$ cat src/rtl/mem_ctrl_if.sv
// Request/response and byte-RAM bus of the unified memory controller.
// The slave side is the controller; the master side is the requesters plus the RAM.
interface mem_ctrl_if;
  logic        if_send;
  logic [31:0] if_addr;
  logic        if_valid;
  logic [31:0] if_val;

  logic        lsb_send;
  logic        lsb_wr;
  logic [1:0]  lsb_len;
  logic [31:0] lsb_addr;
  logic [31:0] lsb_wdata;
  logic        lsb_valid;
  logic [31:0] lsb_rdata;

  logic [7:0]  mem_din;
  logic [7:0]  mem_dout;
  logic [31:0] mem_a;
  logic        mem_wr;

  modport slave (
    input  if_send, if_addr, lsb_send, lsb_wr, lsb_len, lsb_addr, lsb_wdata, mem_din,
    output if_valid, if_val, lsb_valid, lsb_rdata, mem_dout, mem_a, mem_wr
  );

  modport master (
    output if_send, if_addr, lsb_send, lsb_wr, lsb_len, lsb_addr, lsb_wdata, mem_din,
    input  if_valid, if_val, lsb_valid, lsb_rdata, mem_dout, mem_a, mem_wr
  );
endinterface

$ cat src/rtl/mem_ctrl.sv
// Byte-serial memory controller: turns IF word fetches and LSB loads/stores into RAM
// byte sequences and returns one-cycle valid pulses to the requester.
module mem_ctrl #(
  parameter logic [1:0] IO_ADDR_HI = 2'h3
) (
  input  logic      clk,
  input  logic      rst,
  input  logic      rdy,
  input  logic      clear,
  input  logic      io_buffer_full,
  mem_ctrl_if.slave bus
);
  typedef enum logic [1:0] {IDLE, READ, WRITE, DONE} state_e;

  state_e      state_q, state_d;
  logic [2:0]  cnt_q, cnt_d;
  logic [1:0]  last_q, last_d;
  logic        own_lsb_q, own_lsb_d;
  logic [31:0] base_q, base_d;
  logic [31:0] wdata_q, wdata_d;
  logic [31:0] buf_q, buf_d;
  logic [31:0] mem_a_q, mem_a_d;
  logic [7:0]  mem_dout_q, mem_dout_d;
  logic        mem_wr_q, mem_wr_d;
  logic        if_valid_q, if_valid_d;
  logic [31:0] if_val_q, if_val_d;
  logic        lsb_valid_q, lsb_valid_d;
  logic [31:0] lsb_rdata_q, lsb_rdata_d;

  logic [7:0]  wbyte [4];
  logic [31:0] assembled;
  logic [31:0] next_a;

  for (genvar gi = 0; gi < 4; gi++) begin : g_wbyte
    assign wbyte[gi] = wdata_q[8*gi +: 8];
  end

  function automatic logic io_stall(input logic [31:0] a, input logic full);
    return (a[17:16] == IO_ADDR_HI) && full;
  endfunction

  function automatic logic [1:0] last_idx(input logic [1:0] len);
    case (len)
      2'b00:   return 2'd0;
      2'b01:   return 2'd1;
      default: return 2'd3;
    endcase
  endfunction

  // buf is cleared on accept, so OR-ing in the new byte also zero-extends short loads
  assign assembled = buf_q | ({24'd0, bus.mem_din} << {cnt_q, 3'b000});
  assign next_a    = base_q + {29'd0, cnt_q} + 32'd1;

  always_ff @(posedge clk) begin
    if (rst) begin
      state_q     <= IDLE;
      cnt_q       <= '0;
      last_q      <= '0;
      own_lsb_q   <= 1'b0;
      base_q      <= '0;
      wdata_q     <= '0;
      buf_q       <= '0;
      mem_a_q     <= '0;
      mem_dout_q  <= '0;
      mem_wr_q    <= 1'b0;
      if_valid_q  <= 1'b0;
      if_val_q    <= '0;
      lsb_valid_q <= 1'b0;
      lsb_rdata_q <= '0;
    end else if (rdy) begin
      state_q     <= state_d;
      cnt_q       <= cnt_d;
      last_q      <= last_d;
      own_lsb_q   <= own_lsb_d;
      base_q      <= base_d;
      wdata_q     <= wdata_d;
      buf_q       <= buf_d;
      mem_a_q     <= mem_a_d;
      mem_dout_q  <= mem_dout_d;
      mem_wr_q    <= mem_wr_d;
      if_valid_q  <= if_valid_d;
      if_val_q    <= if_val_d;
      lsb_valid_q <= lsb_valid_d;
      lsb_rdata_q <= lsb_rdata_d;
    end
  end

  always_comb begin
    state_d     = state_q;
    cnt_d       = cnt_q;
    last_d      = last_q;
    own_lsb_d   = own_lsb_q;
    base_d      = base_q;
    wdata_d     = wdata_q;
    buf_d       = buf_q;
    mem_a_d     = mem_a_q;
    mem_dout_d  = mem_dout_q;
    mem_wr_d    = mem_wr_q;
    if_valid_d  = 1'b0;
    if_val_d    = if_val_q;
    lsb_valid_d = 1'b0;
    lsb_rdata_d = lsb_rdata_q;

    case (state_q)
      IDLE: begin
        mem_wr_d = 1'b0;
        if (bus.lsb_send) begin
          own_lsb_d = 1'b1;
          base_d    = bus.lsb_addr;
          last_d    = last_idx(bus.lsb_len);
          wdata_d   = bus.lsb_wdata;
          buf_d     = '0;
          mem_a_d   = bus.lsb_addr;
          cnt_d     = '0;
          if (bus.lsb_wr) begin
            mem_dout_d = bus.lsb_wdata[7:0];
            mem_wr_d   = !io_stall(bus.lsb_addr, io_buffer_full);
            state_d    = WRITE;
          end else begin
            state_d = READ;
          end
        end else if (bus.if_send && !clear) begin
          own_lsb_d = 1'b0;
          base_d    = bus.if_addr;
          last_d    = 2'd3;
          buf_d     = '0;
          mem_a_d   = bus.if_addr;
          cnt_d     = '0;
          state_d   = READ;
        end
      end

      READ: begin
        if (clear) begin
          mem_a_d = '0;
          state_d = IDLE;
        end else begin
          buf_d   = assembled;
          mem_a_d = next_a;
          cnt_d   = cnt_q + 3'd1;
          if (cnt_q[1:0] == last_q) begin
            state_d = DONE;
            if (own_lsb_q) begin
              lsb_valid_d = 1'b1;
              lsb_rdata_d = assembled;
            end else begin
              if_valid_d = 1'b1;
              if_val_d   = assembled;
            end
          end
        end
      end

      WRITE: begin
        // mem_wr_q low means the current byte was held back by a full I/O buffer
        if (!mem_wr_q) begin
          mem_wr_d = !io_stall(mem_a_q, io_buffer_full);
        end else if (cnt_q[1:0] == last_q) begin
          mem_wr_d    = 1'b0;
          lsb_valid_d = 1'b1;
          state_d     = DONE;
        end else begin
          cnt_d      = cnt_q + 3'd1;
          mem_a_d    = next_a;
          mem_dout_d = wbyte[cnt_q[1:0] + 2'd1];
          mem_wr_d   = !io_stall(next_a, io_buffer_full);
        end
      end

      default: begin
        mem_wr_d = 1'b0;
        mem_a_d  = '0;
        state_d  = IDLE;
      end
    endcase
  end

  assign bus.mem_a     = mem_a_q;
  assign bus.mem_dout  = mem_dout_q;
  assign bus.mem_wr    = mem_wr_q;
  assign bus.if_valid  = if_valid_q;
  assign bus.if_val    = if_val_q;
  assign bus.lsb_valid = lsb_valid_q;
  assign bus.lsb_rdata = lsb_rdata_q;
endmodule

$ cat src/flat_wrapper.sv
// flat-port wrapper written by rule: the top's interface ports become plain ports
module mem_ctrl_flat 
#(
  parameter logic [1:0] IO_ADDR_HI = 2'h3
)
  (clk, rst, rdy, clear, io_buffer_full, bus_if_send, bus_if_addr, bus_lsb_send, bus_lsb_wr, bus_lsb_len, bus_lsb_addr, bus_lsb_wdata, bus_mem_din, bus_if_valid, bus_if_val, bus_lsb_valid, bus_lsb_rdata, bus_mem_dout, bus_mem_a, bus_mem_wr);
  mem_ctrl_if bus_i ();
  input  logic clk;
  input  logic rst;
  input  logic rdy;
  input  logic clear;
  input  logic io_buffer_full;
  input wire logic [$bits(bus_i.if_send)-1:0] bus_if_send;
  input wire logic [$bits(bus_i.if_addr)-1:0] bus_if_addr;
  input wire logic [$bits(bus_i.lsb_send)-1:0] bus_lsb_send;
  input wire logic [$bits(bus_i.lsb_wr)-1:0] bus_lsb_wr;
  input wire logic [$bits(bus_i.lsb_len)-1:0] bus_lsb_len;
  input wire logic [$bits(bus_i.lsb_addr)-1:0] bus_lsb_addr;
  input wire logic [$bits(bus_i.lsb_wdata)-1:0] bus_lsb_wdata;
  input wire logic [$bits(bus_i.mem_din)-1:0] bus_mem_din;
  output wire logic [$bits(bus_i.if_valid)-1:0] bus_if_valid;
  output wire logic [$bits(bus_i.if_val)-1:0] bus_if_val;
  output wire logic [$bits(bus_i.lsb_valid)-1:0] bus_lsb_valid;
  output wire logic [$bits(bus_i.lsb_rdata)-1:0] bus_lsb_rdata;
  output wire logic [$bits(bus_i.mem_dout)-1:0] bus_mem_dout;
  output wire logic [$bits(bus_i.mem_a)-1:0] bus_mem_a;
  output wire logic [$bits(bus_i.mem_wr)-1:0] bus_mem_wr;
  assign bus_i.if_send = bus_if_send;
  assign bus_i.if_addr = bus_if_addr;
  assign bus_i.lsb_send = bus_lsb_send;
  assign bus_i.lsb_wr = bus_lsb_wr;
  assign bus_i.lsb_len = bus_lsb_len;
  assign bus_i.lsb_addr = bus_lsb_addr;
  assign bus_i.lsb_wdata = bus_lsb_wdata;
  assign bus_i.mem_din = bus_mem_din;
  assign bus_if_valid = bus_i.if_valid;
  assign bus_if_val = bus_i.if_val;
  assign bus_lsb_valid = bus_i.lsb_valid;
  assign bus_lsb_rdata = bus_i.lsb_rdata;
  assign bus_mem_dout = bus_i.mem_dout;
  assign bus_mem_a = bus_i.mem_a;
  assign bus_mem_wr = bus_i.mem_wr;
  mem_ctrl #(.IO_ADDR_HI(IO_ADDR_HI)) u_core (.clk(clk), .rst(rst), .rdy(rdy), .clear(clear), .io_buffer_full(io_buffer_full), .bus(bus_i));
endmodule
$ cat config.mk
export PLATFORM = sky130hd
export DESIGN_NAME = mem_ctrl_flat
export DESIGN_NICKNAME = d
export VERILOG_FILES = /design/src/rtl/mem_ctrl_if.sv /design/src/rtl/mem_ctrl.sv /design/src/flat_wrapper.sv
export SDC_FILE = /design/constraint.sdc
export NUM_CORES = 1
export LEC_CHECK = 0
export CORE_UTILIZATION = 51
export DETAILED_ROUTE_END_ITERATION = 10
export PLACE_DENSITY = 0.88
export SETUP_SLACK_MARGIN = 0.5
export SKIP_CTS_REPAIR_TIMING = 1
export SYNTH_ARGS = -nofsm -noshare
export SYNTH_HDL_FRONTEND = slang
export SYNTH_SLANG_ARGS = --single-unit
export TNS_END_PERCENT = 10
$ cat constraint.sdc
create_clock -name clk -period 5.95 [get_ports clk]
set_input_delay 0.8925 -clock clk [delete_from_list [all_inputs] [get_ports clk]]
set_output_delay 0.8925 -clock clk [all_outputs]
set_load 0.02 [all_outputs]
==> Yosys cells after proc, flatten, opt, wreduce, memory -nomap -nowiden <==
Cells that the tools add are included.
{ "word_totals": {"regBits": 211, "in_bits": 114, "out_inout_bits": 107, "word_cells": 113} }
{ "classes": {"n_addsub": 4, "magnitude_cmp": 1, "n_eq_ne": 13, "shifts": 1, "mux": 51, "bitwise": 5, "n_reduce_logical": 24} }
{ "ops": {"columns": ["op", "n"], "rows": [
  ["$mux 32", 8],
  ["$pmux 32 s3", 1],
  ["$pmux 32 s2", 1],
  ["$mux 8", 6],
  ["$add 32x1->32 const B", 1],
  ["$add 32x3->32", 1],
  ["$or 32x32->32", 1],
  ["$shl 8x6->32", 1],
  ["$bmux 8 s2", 1],
  ["$mux 2", 8],
  ["$pmux 8 s2", 1],
  ["$mux 1", 15],
  ["$mux 3", 5],
  ["$reduce_and 6->1", 2],
  ["$reduce_and 5->1", 2],
  ["$pmux 3 s3", 1],
  ["$reduce_and 3->1", 3],
  ["$eq 2x2->1 const B", 4],
  ["$ne 2x2->1 const B", 4],
  ["$reduce_and 4->1", 2],
  ["$pmux 2 s3", 1],
  ["$reduce_bool 2->1", 3],
  ["$eq 2x1->1 const B", 2],
  ["$logic_and 1x1->1", 4],
  ["other kinds (15)", 21]
]} }

==> Depth between registers and ports, before layout <==
{ "depth": {"depth_word": 8, "ltp_mapped": 9, "mapped_depth_nobuf": 9} }

==> Worst setup path before layout <==
OpenSTA, ideal clock, no wires.
{ "synth_path": {"kind": "reg-to-reg", "from": "register u_core.cnt_q[0]", "to": "register u_core.mem_a_q[18] (netlist: u_core.bus.mem_a[18])", "setup_time_ns": 0.088, "t_arrival_ns": 2.399, "required_time_ns": 5.862, "setup_slack_ns": 3.463, "path_stages_with_launch": 10, "n_path_buf": 0, "period_less_slack_ns": 2.487, "path_cell_list": "dfxtp_1 inv_1 ha_1 inv_1 fa_1 a21oi_1 or4_4 or3_1 or3_1 a311oi_2"} }
{ "synth_via": {"elab_chain_cells": 5, "word_cells_on_any_way": 9, "cone_classes": "add/sub (2); eq/ne (2); mux (4); reduce/logical (1)"} }
{ "synth_lines": {"columns": ["element", "line_no", "text"], "rows": [
  ["start, declared", "mem_ctrl.sv:16", "logic [2:0] cnt_q, cnt_d;"],
  ["start signal, assigned", "mem_ctrl.sv:72", "cnt_q <= cnt_d;"],
  ["$add 32x3->32", "mem_ctrl.sv:52", "assign next_a = base_q + {29'd0, cnt_q} + 32'd1;"],
  ["$add 32x1->32", "mem_ctrl.sv:52", null],
  ["$mux 32", "mem_ctrl.sv:158", "end else if (cnt_q[1:0] == last_q) begin"],
  ["$mux 32", "mem_ctrl.sv:156", "if (!mem_wr_q) begin"],
  ["$pmux 32 s3", "mem_ctrl.sv:104", "case (state_q)"],
  ["end signal, assigned", "mem_ctrl.sv:78", "mem_a_q <= mem_a_d;"],
  ["end, declared", "mem_ctrl.sv:22", "logic [31:0] mem_a_q, mem_a_d;"]
]} }
Several ways; a longest one is shown, not always the timed one. The select of a mux whose other input is x is not followed.
A chain may end at the register's enable or synchronous reset.

==> Final worst setup path <==
{ "layout_path": {"from": "register u_core.cnt_q[0]", "to": "register u_core.mem_a_q[26] (netlist: u_core.bus.mem_a[26])"} }
Same word-level chain as after synthesis.

==> metrics.yaml <==
run_status:
  status: "completed"
hold_path:
  min_path_type: "reg -> reg"
routing:
  vias: 8446
  drc: 0
  drtPass1Iterations: 5
  vias_per_cell: 5.83
  drt-initial-drc-count: 732
  routed_wl_mm: 25.5
  routedWlPerCell_um: 17.6
  postRouteAntennaNets: 0
die:
  start_util: 0.526
  num_rows: 48
  core_area_mm2: 0.0175
  die_area_mm2: 0.0186
  io_pins: 221
  die_w_um: 136
  die_y_um: 136
synthesis:
  synthCells: 1043
  synth_edf_count: 0
  synthesis.area_mm2: 0.00920
  ys.flop_type: "dfxtp_1"
  ys_ff_latch: 211
  synth.distinct_cells: 72
  seq_area_frac_synth: 0.459
  synth_nets: 1167
  yosysWarnings: 0
  synth_async_sr_flop_share: 0
  synth.avg_cell_area_um2: 8.82
timing:
  fin_crit_sh: 0.553
  rsz0062_at_grt: "false"
  hold_viol: 0
  slew_violations: 0
  finalSetupViolCount: 0
  tightest_slew_ns: 1.29
  tns_ns: 0
  maxSlewHeadroom: 0.131
  clock_skew_ns: 0.0201
  period_minus_slack_ns: 3.29
  max_freq_mhz: 304
power:
  peakVddDrop_uv: 241
  power.internal_w: 0.00256
  power.density_mw_per_mm2: 300
  p_sw_frac: 0.291
  p_seq_frac: 0.444
  switchingPower_w: 0.00105
  leakagePower_nw: 4.16
  clock_power_share: 0.352
  p_comb_frac: 0.204
worst_setup_path:
  critPathKind: "reg -> reg"
  cp.arrival_ns: 3.69
  critPathLaunchType: "flip-flop"
  cp_slowest_cell: "nor4_1"
  worst_setup_path_end_kind: "flip-flop"
  cp_max_fo: 14
  path_cells: "buf_4 -> inv_1 -> ha_1 -> inv_1 -> fa_1 -> a21oi_1 -> nor4_1 -> nand4_1 -> xnor2_1 -> a221o_1"
  cpPeakStageDelay_ns: 1.09
  crit_required_ns: 6.35
  crit_top_cell: "inv_1"
global_routing:
  grt_pass1_wl_mm: 40.6
  overflow: 0
  first_global_vias: 8154
  grt_usage: 0.272
  grt_max_degree: 86
  antenna_found_initial: 0
cts:
  numCtsBuffers: 22
  clockBufferDepth: 3
  htree_levels: 1
  cts.clk_slew.worst_paths_ns: 0.06
  cts_tree: "yes"
  clk_latency_ns: 0.51
  cts.sinks: 211
  cts_root_buf: "clkbuf_16"
placed_design:
  placed_cell_area_mm2: 0.0114
  hpwl_mm: 17.6
  gp_congestion: 0.911
  portBuffers: 220
cells_and_area:
  drive_above_1_share: 0.0556
  final_common_cell: "clkdlybuf4s50_1"
  area_growth_pct: 30.9
  final_nets: 1334
  final_cell_mix: "clkdlybuf4s50_1 (218), dfxtp_1 (211), nor2_1 (165)"
  final_area_mm2: 0.0120
  antenna_cells: 0
job:
  drv_cap: 0
sequential cells by signal, summed over array words and instances (netlist names):
name                  count
u_core.bus.if_val        32
u_core.wdata_q           32
u_core.bus.mem_a         32
u_core.bus.lsb_valid      1
u_core.bus.mem_dout       8
u_core.base_q            32
u_core.last_q             2
u_core.state_q            2
u_core.bus.if_valid       1
u_core.own_lsb_q          1
u_core.bus.lsb_rdata     32
u_core.bus.mem_wr         1
u_core.cnt_q              3
u_core.buf_q             32
per-layer routing:
metal / GRT usage / share of wire
met5: 0 / 0
met2: 0.442 / 0.47
met3: 0.0570 / 0.080
met1: 0.358 / 0.42
met4: 0.0901 / 0.025
stage by stage:
| stage | util | power, W | hold slack [ns] | instances | worst slack (ns) |
|---|---|---|---|---|---|
| final | 0.689 | 0.00361 | 0.452 | 1449 | 2.66 |
| after global routing | 0.689 | 0.00376 | 0.478 | 1449 | 2.50 |
| after CTS | 0.689 | 0.00362 | 0.456 | 1449 | 2.71 |
| after detailed placement | 0.651 | 0.00235 | 0.447 | 1411 | 2.49 |
| after global placement | 0.651 | 0.00233 | 0.440 | 1411 | 2.51 |
| after floorplan | - | 0.00207 | 0.433 | 1043 | 3.46 |
synthesized netlist by cell type, types with 2 or more instances:
master | count | area share
or3_1 | 3 | 0.0020
mux4_2 | 8 | 0.020
nor2_1 | 165 | 0.067
a221o_1 | 12 | 0.013
nand3_1 | 18 | 0.0098
o32ai_1 | 2 | 0.0019
buf_1 | 12 | 0.0049
and4_1 | 4 | 0.0038
and2_1 | 3 | 0.0020
buf_6 | 2 | 0.0024
o2bb2ai_1 | 4 | 0.0038
a211o_1 | 2 | 0.0019
o211ai_1 | 3 | 0.0024
o221ai_1 | 2 | 0.0019
clkbuf_1 | 50 | 0.020
dfxtp_1 | 211 | 0.46
clkbuf_2 | 9 | 0.0049
mux2i_1 | 51 | 0.055
nor3_1 | 22 | 0.012
o21ai_0 | 6 | 0.0033
nand4_1 | 10 | 0.0068
xnor2_1 | 23 | 0.022
nor3b_1 | 2 | 0.0016
buf_2 | 9 | 0.0049
nor2b_1 | 10 | 0.0068
and3_1 | 5 | 0.0034
a211oi_1 | 106 | 0.086
a21o_1 | 2 | 0.0016
nand2_1 | 85 | 0.035
nand2b_1 | 4 | 0.0027
xor2_1 | 6 | 0.0057
inv_1 | 13 | 0.0053
and3_2 | 2 | 0.0016
o21ai_1 | 2 | 0.0011
o22ai_1 | 12 | 0.0082
or2_2 | 2 | 0.0014
a21oi_1 | 113 | 0.061
ha_1 | 9 | 0.012
clkbuf_8 | 2 | 0.0030
nor4_1 | 5 | 0.0034
area by class of cell:
cell class,count,area (um2)
Clock inverter,7,52.6
Timing Repair Buffer,228,2250
Clock buffer,31,614
Multi-Input combinational cell,733,4560
Tap cell,225,282
Sequential cell,211,4220
Fill cell,1353,5440
Inverter,14,52.6
kinds of logic (layout without fill, tap and decap cells):
family | Yosys count | after routing | share of synthesized area
AOI/OAI and AO/OA | 288 | 288 | 0.210
xor gates and xnor gates | 29 | 29 | 0.0276
adders and majority gates | 10 | 10 | 0.0144
buffers and inverters | 99 | 280 | 0.0470
DFF | 211 | 211 | 0.459
muxes | 59 | 59 | 0.0751
and+or+nand+nor | 347 | 347 | 0.166
critical path, delay by kind of cell, from the launching register on:
kind	cells	cell delay, ns
AND/OR/NAND/NOR	2	1.31
buffers and inverters	3	0.47
flip-flops	1	0.30
XOR/XNOR	1	0.19
adder cells (fa/ha/maj)	2	0.46
AO/OA/AOI/OAI	2	0.46
final timing paths:
kind	startpoint	end	slack (ns)	cells after the start
setup / recovery	u_core.cnt_q[0]	u_core.bus.mem_a[26]	2.66	10
setup reg to reg	u_core.cnt_q[0]	u_core.bus.mem_a[26]	2.66	10
hold / removal	u_core.wdata_q[0]	u_core.wdata_q[0]	0.45	2
hold reg to reg	u_core.wdata_q[0]	u_core.wdata_q[0]	0.45	2
power groups by stage:
stage          logic [W]  clock network [W]  registers (W)
3_3_place_gp    0.000708                  0        0.00162
3_5_place_dp    0.000725                  0        0.00163
6_report        0.000734            0.00127        0.00160
4_1_cts         0.000730            0.00129        0.00160
2_1_floorplan   0.000410                  0        0.00166
5_1_grt         0.000794            0.00135        0.00161
Note: power is estimated with default switching activity, not from simulation.
